**src/rtl/reg_file_wb.sv**
```systemverilog
// reg_file_wb: 32x32 MIPS general-purpose register file fed by the WB stage.
// Two combinational read ports for ID with write-to-read bypass, one
// registered debug read port for dumping the registers after halt, and a
// saturating count of committed writes.
module reg_file_wb #(
  parameter int NB_DATA = 32,
  parameter int NB_ADDR = 5,
  parameter int N_REGS  = 32
) (
  input  logic               clock_i,
  input  logic               reset_i,
  input  logic               enable_i,
  input  logic               wr_en_i,
  input  logic [NB_ADDR-1:0] wr_addr_i,
  input  logic [NB_DATA-1:0] wr_data_i,
  input  logic [NB_ADDR-1:0] rs_addr_i,
  input  logic [NB_ADDR-1:0] rt_addr_i,
  output logic [NB_DATA-1:0] rs_data_o,
  output logic [NB_DATA-1:0] rt_data_o,
  input  logic [NB_ADDR-1:0] dbg_addr_i,
  input  logic               dbg_rd_i,
  output logic [NB_DATA-1:0] dbg_data_o,
  output logic               dbg_valid_o,
  output logic [15:0]        wr_count_o
);

  logic [NB_DATA-1:0] r_regs [N_REGS];
  logic [NB_DATA-1:0] r_dbgData;
  logic               r_dbgValid;
  logic [15:0]        r_wrCount;

  logic               w_wrCommit;
  logic [NB_DATA-1:0] w_rsData;
  logic [NB_DATA-1:0] w_rtData;
  logic [NB_DATA-1:0] w_dbgData;

  // A write takes effect only when the pipeline steps and the target is not $zero
  always_comb begin
    w_wrCommit = enable_i && wr_en_i && (wr_addr_i != '0);
  end

  // Read port A: $zero reads 0, a same-cycle commit to the address wins over the array
  always_comb begin
    w_rsData = r_regs[rs_addr_i];
    if (rs_addr_i == '0) begin
      w_rsData = '0;
    end else if (w_wrCommit && (rs_addr_i == wr_addr_i)) begin
      w_rsData = wr_data_i;
    end
  end

  // Read port B: same selection rule as port A
  always_comb begin
    w_rtData = r_regs[rt_addr_i];
    if (rt_addr_i == '0) begin
      w_rtData = '0;
    end else if (w_wrCommit && (rt_addr_i == wr_addr_i)) begin
      w_rtData = wr_data_i;
    end
  end

  // Debug capture source: same bypass rule so a write in the strobe cycle is visible
  always_comb begin
    w_dbgData = r_regs[dbg_addr_i];
    if (dbg_addr_i == '0) begin
      w_dbgData = '0;
    end else if (w_wrCommit && (dbg_addr_i == wr_addr_i)) begin
      w_dbgData = wr_data_i;
    end
  end

  // State update: reset clears everything; a stalled step holds all but the valid pulse
  always_ff @(posedge clock_i) begin
    if (reset_i) begin
      for (int i = 0; i < N_REGS; i++) begin
        r_regs[i] <= '0;
      end
      r_dbgData  <= '0;
      r_dbgValid <= 1'b0;
      r_wrCount  <= '0;
    end else if (enable_i) begin
      if (w_wrCommit) begin
        r_regs[wr_addr_i] <= wr_data_i;
        if (r_wrCount != 16'hFFFF) begin
          r_wrCount <= r_wrCount + 16'd1;
        end
      end
      r_dbgValid <= dbg_rd_i;
      if (dbg_rd_i) begin
        r_dbgData <= w_dbgData;
      end
    end else begin
      r_dbgValid <= 1'b0;
    end
  end

  assign rs_data_o   = w_rsData;
  assign rt_data_o   = w_rtData;
  assign dbg_data_o  = r_dbgData;
  assign dbg_valid_o = r_dbgValid;
  assign wr_count_o  = r_wrCount;

endmodule

```
**config.mk**
```make
export PLATFORM = sky130hd
export DESIGN_NAME = reg_file_wb
export DESIGN_NICKNAME = d
export VERILOG_FILES = /design/src/rtl/reg_file_wb.sv
export SDC_FILE = /design/constraint.sdc
export NUM_CORES = 2
export LEC_CHECK = 0
export CORE_AREA = 4 4 300 420
export CTS_BUF_LIST = sky130_fd_sc_hd__clkbuf_2 sky130_fd_sc_hd__clkbuf_4 sky130_fd_sc_hd__clkbuf_8
export DETAILED_ROUTE_END_ITERATION = 8
export DIE_AREA = 0 0 304 424
export PLACE_DENSITY = 0.7
export SETUP_SLACK_MARGIN = 0.02
export SYNTH_ARGS = -nofsm -noshare
export SYNTH_HDL_FRONTEND = slang
export SYNTH_SLANG_ARGS = --single-unit
```
**constraint.sdc**
```tcl
create_clock -name clock_i -period 2.51 [get_ports clock_i]
set_input_delay 0.502 -clock clock_i [delete_from_list [all_inputs] [get_ports clock_i]]
set_output_delay 0.502 -clock clock_i [all_outputs]
set_load 0.05 [all_outputs]
```
==> impl_metrics.py <==
metrics = {
    "outcome": {
        "status": "complete, but fails checks",
        "violations": "setup timing",
    },
    "floorplanning": {
        "start_util_pct": 53.7,
        "ios": 170,
        "die_h_um": 424,
        "dieArea_um2": 129000,
        "num_rows": 152,
        "die_w_um": 304,
        "design.core.area_um2": 122000,
    },
    "global_route": {
        "grtUsageTotal_pct": 41.3,
        "antenna_found_initial": 31,
        "grt_pass1_vias": 50100,
        "grtUsageMet2_pct": 62.3,
        "grt_start_max_net_pins": 65,
        "gr-total-overflow": 0,
        "grt.busiest_layer": "met2",
        "grt_use_met3_pct": 13.8,
        "grt_pass1_wl_um": 373000,
        "met1_usage_pct": 49.5,
    },
    "route": {
        "avgRoutedWirePerCell_um": 39.0,
        "dr.first_iter.drc_count": 8758,
        "drc": 0,
        "ant_nets": 0,
        "firstDrtPassIters": 6,
        "viasPerCell": 7.30,
        "num_vias": 50300,
        "totalWireLength_um": 269000,
    },
    "power": {
        "switchingPower_mw": 13.6,
        "power_frac_comb_pct": 21.9,
        "intPower_mw": 34.0,
        "power_frac_clock_pct": 33.4,
        "powerDensity_nw_per_um2": 576,
        "peakVddDrop_v": 0.000639,
        "seqPwrFrac_pct": 44.7,
        "sw_frac_of_total_pct": 28.6,
        "p_leak_nw": 29.9,
    },
    "min_path": {
        "min_path_cells": 3,
        "min_from": "reset_i",
        "hold_path.class": "input port to flip-flop",
        "worstHoldEndpoint": "wr_count_o[1]",
    },
    "synthesis": {
        "yosys.area.top_type": "edfxtp_1",
        "yosys-top-cells-area": "edfxtp_1 (47%), mux4_2 (27%), and2_1 (9.2%)",
        "synth_ff_type": "edfxtp_1",
        "synth.avg_cell_area_um2": 15.0,
        "yosysMostFrequentCell": "edfxtp_1",
        "syn_area_um2": 65600,
        "yosysTopAreaCellShare_pct": 46.9,
        "synth-async-reset-ratio_pct": 0,
        "netlist_instances": 4373,
        "ys_types": 68,
        "yosysSeqAreaShare_pct": 48.4,
        "synth_seq_cells": 1073,
        "yosys-top-cells-count": "edfxtp_1 (1024), and2_1 (961), mux4_2 (799)",
        "synth-edff-count": 1024,
        "synth_warnings": 0,
    },
    "sta": {
        "fin_crit_sh_pct": 141,
        "period_minus_slack_ns": 3.53,
        "fin_skew_ns": 0.0442,
        "fmax_ghz": 0.283,
        "layout_setup_ws_ns": -1.02,
        "finalSetupViolations": 64,
        "fin_hold_ws_ns": 0.117,
        "hold_violations": 0,
        "slew_violations": 0,
        "worst_pin_slew_ns": 0.922,
        "rsz0062_at_grt": "yes",
        "max_slew_margin_pct": 38.5,
    },
    "placed_design": {
        "place_inst": 6441,
        "hpwl_um": 178000,
        "io_buffer_count": 169,
        "gp_congestion": 0.981,
    },
    "layout": {
        "utilization_pct": 67.7,
        "syn_to_final_growth_pct": 26.1,
        "fillCellCount": 8332,
        "multi_input_area_um2": 33700,
        "seqCellArea_um2": 31700,
        "stdcell_count": 6887,
        "drive_gt1_share_pct": 44.2,
        "nNetsFinal": 5159,
    },
    "worst_setup_path": {
        "cp_top_family": "multiplexers",
        "arrival_ns": 3.03,
        "crit_type": "flip-flop to output pin",
        "path_cells": "mux4_2 -> mux4_2 -> a32oi_2 -> buf_6 -> o21ai_4 -> buf_12",
        "crit_fanout": 3,
        "slowest_delay_ns": 0.56,
        "cp_slowest_cell": "mux4_2",
        "worstRegToRegCells": 6,
        "cp.depth": 6,
        "r2r-end": "dbg_data_o[23]",
        "r2r_setup_slack_ns": 0.26,
        "cpMostUsedCell": "mux4_2",
        "required_ns": 2.01,
        "crit_path_end_kind": "output pin",
        "start_kind": "flip-flop",
        "cp.buffers_inverters": 2,
        "reg2reg_from": "r_regs[27][23]",
    },
    "clocking": {
        "cts_buffer_depth": 3,
        "path_clk_slew_ns": 0.07,
        "numCtsBuffers": 167,
        "cts_num_sinks": 1073,
        "clk_latency_ns": 0.94,
        "cts_tree": "done",
        "htreeDepth": 4,
        "cts_hold_buffers": 0,
        "ctsRootBufferMaster": "clkbuf_8",
    },
    "job": {
        "cap_viol_max_count": 0,
    },
}
-- through the flow --
stage          power, mW  area (um^2)  setup TNS, ns  worst slack, ns
2_1_floorplan       27.0        67200         -16.92           -0.580
3_5_place_dp        31.4        77600        -483.41           -0.858
5_1_grt             48.8        82700         -53.95            -1.03
4_1_cts             47.3        82100         -52.50            -1.04
3_3_place_gp        31.3        77600        -445.54           -0.848
6_report            47.7        82800         -50.72            -1.02
-- cells by family after synthesis --
family          Yosys count  share of synthesized area (%)
simple gates           1339                           11.8
flops                  1073                           48.4
mux                    1068                           31.7
buf+inv                 503                           3.79
compound gates          359                           3.89
xor+xnor                 29                          0.387
fa+ha+maj                 1                         0.0191
other cells               1                        0.00571
-- registers in the layout, indices dropped and copies added (netlist names) --
| signal | count |
|---|---|
| r_regs | 1024 |
| dbg_data_o | 32 |
| wr_count_o | 16 |
| dbg_valid_o | 1 |
-- layout make-up --
cell class / instances / share of cell area, %
multi-input combinational: 2828 / 40.7
clock inverter: 82 / 0.807
antenna: 29 / 0.0877
clock buffer: 227 / 3.43
sequential: 1073 / 38.3
inverter: 8 / 0.0393
timing repair buffer: 1023 / 14.1
tap: 1617 / 2.44
-- worst reg2reg max path: stages, from the launching register on --
cell,delay [ns]
edfxtp_1,0.41
buf_4,0.16
mux4_2,0.46
mux4_2,0.54
mux2i_1,0.29
buf_4,0.20
o22ai_1,0.07
-- power groups by stage --
stage                     registers, mW  clock network, mW  logic [mW]
after floorplan                    21.5                  0        5.57
after global placement             21.6                  0        9.72
after global routing               21.4               16.8        10.6
after CTS                          21.3               15.9        10.1
after detailed placement           21.6                  0        9.79
final                              21.3               15.9        10.4
-- how the worst max path moves through the flow --
stage | end | slack [ns] | startpoint
after global placement | rs_data_o[5] | -0.85 | rs_addr_i[0]
after global routing | rt_data_o[8] | -1.03 | r_regs[16][8]
after floorplan | rt_data_o[9] | -0.58 | rt_addr_i[0]
final | rt_data_o[8] | -1.02 | r_regs[16][8]
after detailed placement | rs_data_o[5] | -0.86 | rs_addr_i[0]
after CTS | rt_data_o[8] | -1.04 | r_regs[16][8]
-- placed cells by master (no fill, tap or decap), types with 35 or more instances in the layout --
| cell | count |
|---|---|
| a22oi_1 | 38 |
| and2_1 | 961 |
| buf_12 | 291 |
| buf_4 | 615 |
| clkbuf_4 | 45 |
| clkbuf_8 | 182 |
| clkdlybuf4s50_1 | 37 |
| dfxtp_1 | 49 |
| dlygate4sd2_1 | 47 |
| edfxtp_1 | 1024 |
| mux2i_1 | 246 |
| mux4_2 | 806 |
| nand2_1 | 126 |
| nor2_1 | 64 |
| nor2_4 | 35 |
| o21ai_0 | 41 |
-- what timing repair did --
item,CTS,global route
gates cloned,2,0
pin swaps,66,35
setup endpoints to repair,113,65
gates resized for setup,164,57
setup buffers,69,46
-- layer usage --
metal,wire length [um],vias up
li1,-,18800
met1,82900,25000
met2,121000,4961
met3,39600,1451
met4,25700,8
met5,53,-
No activity file was read; power rests on OpenSTA's default activity.
